File: src/rtl/scan_ctrl_pkg.sv
// Shared encodings for the scan control unit: FSM states, command opcodes, scan modes
// and a lowest-set-bit helper used for channel iteration.
package scan_ctrl_pkg;

  typedef enum logic [3:0] {
    StIdle,
    StFetchCmd,
    StPop,
    StFetchDataWait,
    StFetchData,
    StWaitServo,
    StTrigger,
    StMeasure,
    StTxWait,
    StTxStrobe,
    StTxAck
  } state_t;

  typedef enum logic {
    ModeAuto   = 1'b0,
    ModeManual = 1'b1
  } mode_t;

  localparam logic [3:0] MANUAL_CMD = 4'h0;
  localparam logic [1:0] SET_ANGLE  = 2'h0;
  localparam logic [1:0] SET_MODE   = 2'h1;
  localparam logic [1:0] MEASURE    = 2'h2;
  localparam logic [1:0] SET_MASK   = 2'h3;

  // Index of the lowest set bit; 0 when the mask is empty.
  function automatic logic [2:0] first_set(input logic [7:0] m);
    logic [2:0] idx;
    idx = '0;
    for (int i = 7; i >= 0; i--) begin
      if (m[i]) idx = 3'(i);
    end
    return idx;
  endfunction

endpackage

File: src/rtl/sonar_sequencer.sv
// Fires enabled sonars in ascending order, one at a time, with a per-channel echo timeout,
// and buffers one distance byte per channel.
module sonar_sequencer
  import scan_ctrl_pkg::*;
#(
  parameter int unsigned NUM_CH         = 2,
  parameter int unsigned TIMEOUT_CYCLES = 2000000,
  parameter logic [7:0]  NO_ECHO        = 8'hFF
) (
  input  logic                clk,
  input  logic                rst_n,
  input  logic                start,
  input  logic [NUM_CH-1:0]   ch_mask,
  input  logic [NUM_CH-1:0]   sonar_ready,
  input  logic [8*NUM_CH-1:0] sonar_distance,
  output logic [NUM_CH-1:0]   sonar_measure,
  output logic                done,
  output logic [8*NUM_CH-1:0] dist_buf
);

  localparam int unsigned CntW = (TIMEOUT_CYCLES > 1) ? $clog2(TIMEOUT_CYCLES) : 1;
  localparam logic [CntW-1:0] CntMax = CntW'(TIMEOUT_CYCLES - 1);

  logic            active_q;
  logic [2:0]      ch_q;
  logic [7:0]      pend_q;
  logic [CntW-1:0] cnt_q;

  logic [7:0] mask8, ready8, src8, src_rest, trig8;
  logic [2:0] src_ch;
  logic       hit, expired, finish;

  always_comb begin
    mask8 = '0;
    mask8[NUM_CH-1:0] = ch_mask;
    ready8 = '0;
    ready8[NUM_CH-1:0] = sonar_ready;
    // Next channel comes from the fresh mask on start, else from what is still pending.
    src8     = start ? mask8 : pend_q;
    src_ch   = first_set(src8);
    trig8    = 8'h01 << src_ch;
    src_rest = src8 & ~trig8;
    // Ready is ignored during the trigger cycle itself.
    hit      = active_q && (sonar_measure == '0) && ready8[ch_q];
    expired  = active_q && (cnt_q == CntMax);
    finish   = hit || expired;
  end

  always_ff @(posedge clk or negedge rst_n) begin
    if (!rst_n) begin
      active_q      <= 1'b0;
      ch_q          <= '0;
      pend_q        <= '0;
      cnt_q         <= '0;
      sonar_measure <= '0;
      done          <= 1'b0;
      dist_buf      <= '0;
    end else begin
      sonar_measure <= '0;
      done          <= 1'b0;
      if (active_q) cnt_q <= cnt_q + CntW'(1);
      if (finish) begin
        for (int i = 0; i < NUM_CH; i++) begin
          if (ch_q == 3'(i)) dist_buf[8*i +: 8] <= hit ? sonar_distance[8*i +: 8] : NO_ECHO;
        end
      end
      if (start || finish) begin
        if (src8 != '0) begin
          ch_q          <= src_ch;
          pend_q        <= src_rest;
          cnt_q         <= '0;
          active_q      <= 1'b1;
          sonar_measure <= trig8[NUM_CH-1:0];
        end else begin
          active_q <= 1'b0;
          done     <= 1'b1;
        end
      end
    end
  end

endmodule

File: src/rtl/scan_control_unit.sv
// UART command decoder and frame transmitter for a multi-sonar servo scanner; the sonar
// firing sequence is delegated to sonar_sequencer.
module scan_control_unit
  import scan_ctrl_pkg::*;
#(
  parameter int unsigned NUM_CH         = 2,
  parameter int unsigned TIMEOUT_CYCLES = 2000000,
  parameter logic [7:0]  SYNC_BYTE      = 8'hA5,
  parameter logic [7:0]  NO_ECHO        = 8'hFF
) (
  input  logic                clk,
  input  logic                rst_n,
  input  logic [7:0]          cmd,
  input  logic                rx_rdy,
  output logic                cmd_oen,
  input  logic                tx_rdy,
  output logic                data_wen,
  output logic [7:0]          data,
  input  logic [7:0]          servo_angle,
  input  logic                servo_cycle_done,
  output logic [7:0]          start_angle,
  output logic [7:0]          end_angle,
  input  logic [NUM_CH-1:0]   sonar_ready,
  input  logic [8*NUM_CH-1:0] sonar_distance,
  output logic [NUM_CH-1:0]   sonar_measure,
  output logic                busy
);

  state_t              state_q, pop_next_q;
  mode_t               mode_q;
  logic [NUM_CH-1:0]   ch_mask_q, tx_pend_q;
  logic [1:0]          op_q, tx_idx_q;
  logic [7:0]          angle_q;
  logic                seq_start, seq_done;
  logic [8*NUM_CH-1:0] dist_buf;
  logic [7:0]          pend8, pend_rest, dist_byte, tx_byte;
  logic [2:0]          tx_ch;
  logic [3:0]          lo_nib, hi_nib;

  assign seq_start = (state_q == StTrigger);
  assign busy      = (state_q != StIdle);

  sonar_sequencer #(
    .NUM_CH        (NUM_CH),
    .TIMEOUT_CYCLES(TIMEOUT_CYCLES),
    .NO_ECHO       (NO_ECHO)
  ) u_seq (
    .clk           (clk),
    .rst_n         (rst_n),
    .start         (seq_start),
    .ch_mask       (ch_mask_q),
    .sonar_ready   (sonar_ready),
    .sonar_distance(sonar_distance),
    .sonar_measure (sonar_measure),
    .done          (seq_done),
    .dist_buf      (dist_buf)
  );

  always_comb begin
    pend8 = '0;
    pend8[NUM_CH-1:0] = tx_pend_q;
    tx_ch     = first_set(pend8);
    pend_rest = pend8 & ~(8'h01 << tx_ch);
    dist_byte = '0;
    for (int i = 0; i < NUM_CH; i++) begin
      if (tx_ch == 3'(i)) dist_byte = dist_buf[8*i +: 8];
    end
    case (tx_idx_q)
      2'd0:    tx_byte = SYNC_BYTE;
      2'd1:    tx_byte = angle_q;
      default: tx_byte = dist_byte;
    endcase
    lo_nib = (cmd[7:4] < cmd[3:0]) ? cmd[7:4] : cmd[3:0];
    hi_nib = (cmd[7:4] < cmd[3:0]) ? cmd[3:0] : cmd[7:4];
  end

  always_ff @(posedge clk or negedge rst_n) begin
    if (!rst_n) begin
      state_q     <= StIdle;
      pop_next_q  <= StIdle;
      mode_q      <= ModeAuto;
      ch_mask_q   <= '1;
      tx_pend_q   <= '0;
      op_q        <= SET_ANGLE;
      tx_idx_q    <= '0;
      angle_q     <= '0;
      cmd_oen     <= 1'b1;
      data_wen    <= 1'b1;
      data        <= '0;
      start_angle <= 8'h00;
      end_angle   <= 8'hFF;
    end else begin
      cmd_oen  <= 1'b1;
      data_wen <= 1'b1;
      case (state_q)
        StIdle: begin
          if (rx_rdy) state_q <= StFetchCmd;
          else if (mode_q == ModeAuto) state_q <= StWaitServo;
        end
        StFetchCmd: begin
          cmd_oen <= 1'b0;
          op_q    <= cmd[3:2];
          state_q <= StPop;
          if (cmd[7:4] != MANUAL_CMD) begin
            start_angle <= {lo_nib, 4'h0};
            end_angle   <= {hi_nib, 4'h0};
            pop_next_q  <= StIdle;
          end else begin
            case (cmd[3:2])
              SET_MODE: begin
                mode_q     <= mode_t'(cmd[0]);
                pop_next_q <= StIdle;
              end
              MEASURE: begin
                angle_q    <= servo_angle;
                pop_next_q <= StTrigger;
              end
              default: pop_next_q <= StFetchDataWait;
            endcase
          end
        end
        // Hold here until rx drops its valid so one byte is never consumed twice.
        StPop: if (!rx_rdy) state_q <= pop_next_q;
        StFetchDataWait: if (rx_rdy) state_q <= StFetchData;
        StFetchData: begin
          cmd_oen    <= 1'b0;
          pop_next_q <= StIdle;
          state_q    <= StPop;
          if (op_q == SET_ANGLE) begin
            start_angle <= cmd;
            end_angle   <= cmd;
          end else begin
            ch_mask_q <= cmd[NUM_CH-1:0];
          end
        end
        StWaitServo: begin
          if (servo_cycle_done) begin
            angle_q <= servo_angle;
            state_q <= StTrigger;
          end else if (rx_rdy) begin
            state_q <= StIdle;
          end
        end
        StTrigger: state_q <= StMeasure;
        StMeasure: begin
          if (seq_done) begin
            tx_idx_q  <= '0;
            tx_pend_q <= ch_mask_q;
            state_q   <= StTxWait;
          end
        end
        StTxWait: begin
          if (tx_rdy) begin
            data     <= tx_byte;
            data_wen <= 1'b0;
            state_q  <= StTxStrobe;
          end
        end
        StTxStrobe: begin
          if (tx_idx_q != 2'd2) tx_idx_q <= tx_idx_q + 2'd1;
          else tx_pend_q <= pend_rest[NUM_CH-1:0];
          state_q <= StTxAck;
        end
        StTxAck: begin
          if (!tx_rdy) begin
            state_q <= (tx_idx_q == 2'd2 && tx_pend_q == '0) ? StIdle : StTxWait;
          end
        end
        default: state_q <= StIdle;
      endcase
    end
  end

endmodule

File: config.mk
export PLATFORM = sky130hd
export DESIGN_NAME = scan_control_unit
export DESIGN_NICKNAME = d
export VERILOG_FILES = /design/src/rtl/scan_ctrl_pkg.sv /design/src/rtl/sonar_sequencer.sv /design/src/rtl/scan_control_unit.sv
export SDC_FILE = /design/constraint.sdc
export NUM_CORES = 1
export LEC_CHECK = 0
export ABC_AREA = 1
export CORE_UTILIZATION = 60
export DETAILED_ROUTE_END_ITERATION = 16
export GPL_ROUTABILITY_DRIVEN = 0
export PLACE_DENSITY = 0.95
export RECOVER_POWER = 25
export SKIP_LAST_GASP = 1
export SLEW_MARGIN = 30
export SYNTH_ARGS = -nofsm -noshare
export SYNTH_HDL_FRONTEND = slang
export SYNTH_SLANG_ARGS = --single-unit
File: constraint.sdc
create_clock -name clk -period 3.08 [get_ports clk]
set_input_delay 0.616 -clock clk [delete_from_list [all_inputs] [get_ports clk]]
set_output_delay 0.616 -clock clk [all_outputs]
set_load 0.02 [all_outputs]
**After elaboration in Yosys (flattened, before gate mapping)**

Index checks and enable logic that the tools add are counted.

- Bits in registers: 103

- Order comparisons: 2
- Equality and inequality tests: 32
- Reductions and logical operators: 31
- Shifts and indexed selects: 2
- Multiplexer cells: 60
- Bitwise operators: 6
- Add/subtract/negate cells: 2

Operators by type and width:

| operator | number |
|---|---|
| two-way mux 8 bit | 11 |
| case mux 8 bit (2 select lines) | 4 |
| two-way mux 21 bit | 3 |
| two-way mux 4 bit | 12 |
| case mux 4 bit (10 select lines) | 1 |
| two-way mux 3 bit | 9 |
| != test 2 bit, second input constant | 12 |
| adder 21 x 1 -> 21 bit, second input constant | 1 |
| equality test 21 bit, second input constant | 1 |
| equality test 4 x 3 -> 1 bit, second input constant | 4 |
| equality test 4 bit, second input constant | 3 |
| two-way mux 2 bit | 6 |
| AND reduction 3 bit | 4 |
| AND reduction 2 bit | 5 |
| two-way mux 1 bit | 9 |
| AND 8 bit | 1 |
| equality test 4 x 2 -> 1 bit, second input constant | 2 |
| logical NOT 2 bit | 4 |
| NOT 8 bit | 1 |
| case mux 2 bit (2 select lines) | 2 |
| case mux 4 bit (2 select lines) | 1 |
| nonzero test 4 bit | 2 |
| nonzero test 8 bit | 1 |
| << shifter 1 x 3 -> 8 bit, first input constant | 1 |
| 23 further kinds | 35 |

**Logic depth before layout (Yosys ltp)**

Gate-level depths: netlist of run 1.

- Depth after elaboration: 13
- Mapped depth: 12
- Gate-level depth less buffers: 11

**By module**

A second synthesis of run 1 with hierarchy kept.

- Cells, all modules: 678
- Area, all modules: 5424.0 um^2

Modules (own cells, without submodules):

| module | area an instance (um^2) | cells an instance | times used | sequential area each (um^2) |
|---|---|---|---|---|
| scan_control_unit | 2800.2 | 351 | 1 | 1266.2 |
| sonar_sequencer | 2623.8 | 327 | 1 | 1301.2 |

**Least setup slack after synthesis of run 1**

No wires, ideal clock.

- Path kind: input port to flip-flop
- Start point: in cmd[3]
- End point: reg end_angle[4]
- Stages: 8
- Buffers on the path: 0
- Path slack: 1447 ps
- Data required time: 3001 ps
- Data arrival time: 1554 ps
- Setup time: 79 ps
- Cell sequence: inv_1 ha_1 inv_1 a21oi_1 nand3_1 nand2_1 o21ai_0 o21ai_0

- Longest elaborated chain between the ends: 4

RTL lines:

| element | RTL line | RTL |
|---|---|---|
| start, declared | scan_control_unit.sv:13 | `input logic [7:0] cmd,` |
| < comparator 4 bit | scan_control_unit.sv:74 | `hi_nib = (cmd[7:4] < cmd[3:0]) ? cmd[3:0] : cmd[7:4];` |
| two-way mux 4 bit | scan_control_unit.sv:74 |  |
| two-way mux 8 bit | scan_control_unit.sv:104 | `if (cmd[7:4] != MANUAL_CMD) begin` |
| case mux 8 bit (2 select lines) | scan_control_unit.sv:95 | `case (state_q)` |
| end signal, assigned | scan_control_unit.sv:106 | `end_angle <= {hi_nib, 4'h0};` |
| end signal, assigned | scan_control_unit.sv:131 | `end_angle <= cmd;` |
| end, declared | scan_control_unit.sv:22 | `output logic [7:0] end_angle,` |

No other way between the ends. The select of a mux whose other input is x is not followed.
A chain may end at the register's enable or synchronous reset.

**Worst setup path after layout of run 1**

- Start point: reg state_q[0]
- End point: out busy

- Longest elaborated chain between the ends: 1

RTL lines:

| element | RTL line | RTL |
|---|---|---|
| start, declared | scan_control_unit.sv:29 | `state_t state_q, pop_next_q;` |
| start signal, assigned | scan_control_unit.sv:79 | `state_q <= StIdle;` |
| start signal, assigned | scan_control_unit.sv:97 | `if (rx_rdy) state_q <= StFetchCmd;` |
| start signal, assigned | scan_control_unit.sv:98 | `else if (mode_q == ModeAuto) state_q <= StWaitServo;` |
| nonzero test 4 bit | scan_control_unit.sv:41 | `assign busy = (state_q != StIdle);` |
| end, declared | scan_control_unit.sv:26 | `output logic busy` |

No other way between the ends.

==> impl_metrics.tcl, run 1 <==
set metrics [dict create \
    worst_slack_ns 0.549 \
    pwr-share-clk_pct 18.0 \
    run_status "finished with violations" \
    vdd_drop_max_mv 0.614 \
    synth_edf_count 0 \
    placementRows 33 \
    multiInputGateArea_mm2 0.00236 \
    io-pin-count 68 \
    grt-ovfl-total 0 \
    grt_first_pass_wirelength_mm 21.6 \
    maxCapViolCount 1 \
    crit_type "flip-flop to primary output" \
    synth_top_family_by_area "simple AND/OR/NAND/NOR gates" \
    hp-start "end_angle[7]" \
    antenna_found_initial 0 \
    seqCellArea_mm2 0.00257 \
    utilization_pct 74.7 \
    ys_types 41 \
    dpl-instance-area_mm2 0.00604 \
    rsz0062_at_grt "false" \
    fin_crit_sh_pct 82.2 \
    crit_path_cell_trace "nor2_1 > nand2_1 > clkdlybuf4s50_1" \
    cts_max_path_buffers 2 \
    first_global_vias 4639 \
    cp-start-kind "flip-flop" \
    die_w_um 96.0 \
    syn-cell-area_mm2 0.00530 \
    cts_made_buffers 9 \
    cts_resized 0 \
    die_y_um 96.0 \
    fmax_mhz 395 \
    wl_per_cell_um 15.9 \
    core_area_mm2 0.00838 \
    cts_hold_buf 0 \
    path_buf_inv 1 \
    timing.final.max_slew_violations 42 \
    hp-class "flip-flop to flip-flop" \
    cp_max_fo 5 \
    drt-total-wl_mm 12.9 \
    final_common_cell "nand2_1" \
    dp_cells 796 \
    io_buffers 67 \
    reg2reg_depth 5 \
    synth.avg_cell_area_um2 8.33 \
    setup_viol 0 \
    final.setup_skew_ns 0.0260 \
    syn_nets 688 \
    clk_pin_slew_ns 0.10 \
    cp_slowest_stage_delay_ns 0.57 \
    cts.sinks 102 \
    cpMaxStageDelayCell "clkdlybuf4s50_1" \
    drtIter0Drc 382 \
    syn_to_final_growth_pct 18.2 \
    p_switching_mw 2.25 \
    layout-drive-gt1-share_pct 10.2 \
    whs_path_depth 2 \
    p_int_mw 3.12 \
    slew_headroom_pct -50.3 \
    end_kind "primary output" \
    crit_family "buffers and inverters" \
    synth_xor_area_share_pct 2.48 \
    synth_compound_area_share_pct 10.6 \
    ys_warn_count 0 \
    antenna_cells 0 \
    cp.depth 3 \
    ant_nets 0 \
    die_area_mm2 0.00921 \
    post_cts_buffers 0 \
    drc 0 \
    seq_area_frac_synth_pct 48.5 \
    cp-startpoint "state_q[0]" \
    cts_max_level 3 \
    via_count 4721 \
    place_ws_ns 0.545 \
    netlist_instances 636 \
    grt_max_degree 62 \
    pwr-share-comb_pct 42.0 \
    vias_per_cell 5.81 \
    stdcell_area_mm2 0.00626 \
    powerDensity_mw_per_mm2 858 \
    final_cell_mix "nand2_1, dfrtp_1, inv_1" \
    ys_ff_latch 102 \
    grt_use_total_pct 31.0 \
    tightest_slew_ns 2.25 \
    synthAdderAreaFrac_pct 3.07 \
    clock_latency_ns 0.38 \
    p_seq_share_pct 40.0 \
    period_needed_ns 2.53 \
    start_util_pct 63.2 \
    final_cell_count_no_fill 812 \
    num-fill-cells 576 \
    hold_viol 0 \
    reg2reg_slack_ns 0.84 \
    synth_mux_area_share_pct 1.70 \
    cts_tree "yes" \
    cp_data_required_time_ns 2.46 \
    tns_ns 0 \
    crit_arrival_ns 1.92 \
    firstDrtPassIters 8 \
    synthFlopType "dfrtp_1" \
    leakage_nw 3.03 \
    violations "capacitance limit, slew limit" \
    synthArstFlopShare_pct 100 \
    dp_hpwl_mm 9.10 \
    rr_startpoint "state_q[0]" \
    clockRootBuffer "clkbuf_8" \
    fin_nets 754 \
    netSwitchingFraction_pct 41.9 \
    yosys.area_share.simple_pct 26.7 \
]
[cell type report]
cell class / instances / area share (%)
inverters: 77 / 4.66
well taps: 105 / 2.10
clock buffers: 9 / 1.98
flip-flops and latches: 102 / 41.0
multi-input cells: 444 / 37.7
repair buffers: 68 / 10.9
clock inverters: 7 / 1.64
[synthesized netlist by cell type, types with 9 or more instances]
master | number | share of area (%)
nor3_1 | 10 | 0.94
nor2_1 | 69 | 4.9
dfstp_2 | 12 | 6.0
nand3_1 | 37 | 3.5
inv_1 | 72 | 5.1
a21oi_1 | 9 | 0.85
xor2_1 | 11 | 1.8
nand2_1 | 154 | 11
o21ai_0 | 48 | 4.5
o21ai_1 | 9 | 0.85
dfrtp_1 | 90 | 43
nand4_1 | 12 | 1.4
ha_1 | 13 | 3.1
[worst reg2reg max path: stages, from the launching register on]
cell	delay [ns]
dfrtp_1	0.47
nor2_1	0.33
nand2_1	0.35
o21ai_2	0.56
inv_2	0.24
o21ai_0	0.22
[cell families after synthesis]
group / count (synthesis)
buf+inv: 90
compound gates: 95
flops: 102
xor+xnor: 15
simple gates: 313
fa+ha+maj: 13
mux: 8
[state kept, by name, summed over array words and instances, names as in the netlist]
signal / cells
angle_q: 8
ch_mask_q: 2
cmd_oen: 1
data: 8
data_wen: 1
end_angle: 8
mode_q: 1
op_q: 2
pop_next_q: 3
start_angle: 8
state_q: 4
tx_idx_q: 2
tx_pend_q: 2
u_seq.active_q: 1
u_seq.ch_q: 3
u_seq.cnt_q: 21
u_seq.dist_buf: 16
u_seq.done: 1
u_seq.pend_q: 8
u_seq.sonar_measure: 2
[through the flow]
| step | hold WS (ns) | total power, mW |
|---|---|---|
| finish | 0.476 | 5.37 |
| global route | 0.493 | 5.72 |
| CTS | 0.234 | 5.36 |
| detailed placement | 0.466 | 4.35 |
| global placement | 0.454 | 4.19 |
| floorplan | 0.320 | 3.61 |
[path summary, 6_finish.rpt]
path | endpoint
setup / recovery | busy
hold / removal | end_angle[7]
setup reg to reg | end_angle[4]
hold reg to reg | end_angle[7]
max in group asynchronous | u_seq.pend_q[6]
min in group asynchronous | u_seq.cnt_q[9]
[layer usage]
metal	track usage, %	wire length [um]	part of all wire, %
met1	39.9	5330	41
met2	52.6	6320	49
met3	5.13	977	7.6
met4	11.7	305	2.4
met5	0	0	0
[power groups by stage]
stage                     Combinational (mW)  Clock, mW  Sequential (mW)
after floorplan                         1.37          0             2.24
after global placement                  2.07          0             2.12
after detailed placement                2.20          0             2.15
after CTS                               2.25      0.975             2.14
after global routing                    2.49       1.03             2.19
final                                   2.26      0.965             2.15
No activity file was read; power rests on OpenSTA's default activity.
==> inputs of run 2 (changes only) <==
--- a/config.mk
+++ b/config.mk
@@ -6,10 +6,10 @@
 export NUM_CORES = 1
 export LEC_CHECK = 0
 export ABC_AREA = 1
-export CORE_UTILIZATION = 60
+export CORE_UTILIZATION = 56
 export DETAILED_ROUTE_END_ITERATION = 16
 export GPL_ROUTABILITY_DRIVEN = 0
-export PLACE_DENSITY = 0.95
+export PLACE_DENSITY = 0.91
 export RECOVER_POWER = 25
 export SKIP_LAST_GASP = 1
 export SLEW_MARGIN = 30
==> constraint.sdc (replaced) <==
create_clock -name clk -period 2.6 [get_ports clk]
set_input_delay 0.52 -clock clk [delete_from_list [all_inputs] [get_ports clk]]
set_output_delay 0.52 -clock clk [all_outputs]
set_load 0.02 [all_outputs]
==> impl_metrics.tcl, run 2 (synthesis gave the netlist of run 1 again) <==
set metrics [dict create \
    run_status "finished, final reports clean" \
    setup_viol 0 \
    hp-class "input port to async pin" \
    cts_tree "yes" \
    fin_crit_sh_pct 94.1 \
    grt_use_met1_pct 32.5 \
    cts.sinks 102 \
    start_util_pct 57.6 \
    maxCapViolCount 0 \
    top_usage_layer "met2" \
    reg2reg_slack_ns 0.34 \
    io-pin-count 68 \
    r2r_end "end_angle[4]" \
    ant_nets 0 \
    core_area_mm2 0.00920 \
    clk_pin_slew_ns 0.11 \
    grt_max_degree 44 \
    grt_use_total_pct 24.9 \
    cp_max_fo 9 \
    rsz0062_at_grt "false" \
    seqCellArea_mm2 0.00257 \
    reg2reg_depth 5 \
    biggestRegsByFlops "u_seq.cnt_q x21, u_seq.dist_buf x16" \
    cp_data_required_time_ns 2.08 \
    gr-usage-met2_pct 41.6 \
    cts_max_path_buffers 2 \
    firstDrtPassIters 7 \
    slew_headroom_pct 32.1 \
    first_global_vias 4478 \
    wl_per_cell_um 14.0 \
    tightest_slew_ns 1.02 \
    period_needed_ns 2.45 \
    hold_viol 0 \
    die_y_um 99.3 \
    crit_type "flip-flop to primary output" \
    final.setup_skew_ns 0.0205 \
    dpl-instance-area_mm2 0.00607 \
    final_cell_mix "nand2_1, dfrtp_1, inv_1" \
    drt-total-wl_mm 11.5 \
    grt_first_pass_wirelength_mm 19.7 \
    clockRootBuffer "clkbuf_8" \
    cp-startpoint "state_q[3]" \
    grt-ovfl-total 0 \
    cts_hold_buf 0 \
    cts_resized 0 \
    vdd_drop_max_mv 0.762 \
    stdcell_area_mm2 0.00627 \
    syn_to_final_growth_pct 18.3 \
    layout-drive-gt1-share_pct 10.8 \
    antenna_found_initial 0 \
    vias_per_cell 5.57 \
    final_common_cell "nand2_1" \
    placementRows 35 \
    drtIter0Drc 218 \
    multiInputGateArea_mm2 0.00236 \
    cp-start-kind "flip-flop" \
    timing.final.max_slew_violations 0 \
    io_buffers 67 \
    drc 0 \
    use_met3_pct 3.94 \
    die_w_um 99.3 \
    cts_made_buffers 9 \
    crit_arrival_ns 1.93 \
    rr_startpoint "state_q[0]" \
    clock_latency_ns 0.38 \
    end_kind "primary output" \
    dp_hpwl_mm 8.43 \
    tns_ns 0 \
    fin_nets 758 \
    cts_max_level 3 \
    design_power_total_mw 6.19 \
    fmax_mhz 409 \
    largest_register_ff_count 21 \
    post_cts_buffers 0 \
    die_area_mm2 0.00985 \
    critPathCapture "busy" \
    antenna_cells 0 \
    leakage_nw 3.04 \
    via_count 4578 \
    num-fill-cells 696 \
    powerDensity_mw_per_mm2 987 \
    regMostFlops "u_seq.cnt_q" \
]
[run 2: worst min path at each step]
stage / start / end / slack [ns] / cells past startpoint
after floorplan: rst_n / angle_q[0] / 0.22 / 0
after global placement: end_angle[2] / end_angle[2] / 0.46 / 2
after detailed placement: end_angle[7] / end_angle[7] / 0.46 / 2
after CTS: rst_n / u_seq.sonar_measure[0] / 0.13 / 1
after global routing: rst_n / u_seq.cnt_q[8] / 0.39 / 1
final: rst_n / u_seq.dist_buf[5] / 0.31 / 1
[run 2: layer usage]
metal	routed length, um	vias up
li1	-	2198
met1	4910	2192
met2	5590	159
met3	715	29
met4	283	0
met5	0	-
[run 2: final cells by class]
cell class                 count  share of cell area [%]
clock buffer                   9                    1.98
clock inverter                 7                    1.38
inverter                      77                    4.65
multi-input combinational    444                    37.6
sequential                   102                    41.0
tap                          111                    2.22
timing repair buffer          72                    11.2
[run 2: critical path, stage by stage, from the launching register on]
cell             delay, ns
dfrtp_1               0.48
nor2_2                0.33
nand2_1               0.17
clkdlybuf4s50_1       0.57
[run 2: power by group]
part	internal [mW]	leakage, nW	switching [mW]
sequential	2.16	1.27	0.366
combinational	0.986	1.67	1.61
clock	0.469	0.105	0.598
total	3.61	3.04	2.57
[run 2: per-stage QoR]
stage               hold WS (ns)  utilization (%)  cells  setup slack [ns]
finish                     0.308             68.1    822             0.153
global route               0.395             68.1    822            0.0649
CTS                        0.133             68.3    822             0.148
detailed placement         0.458             66.0    806             0.237
global placement           0.455             66.0    806             0.350
floorplan                  0.224                -    636              1.00
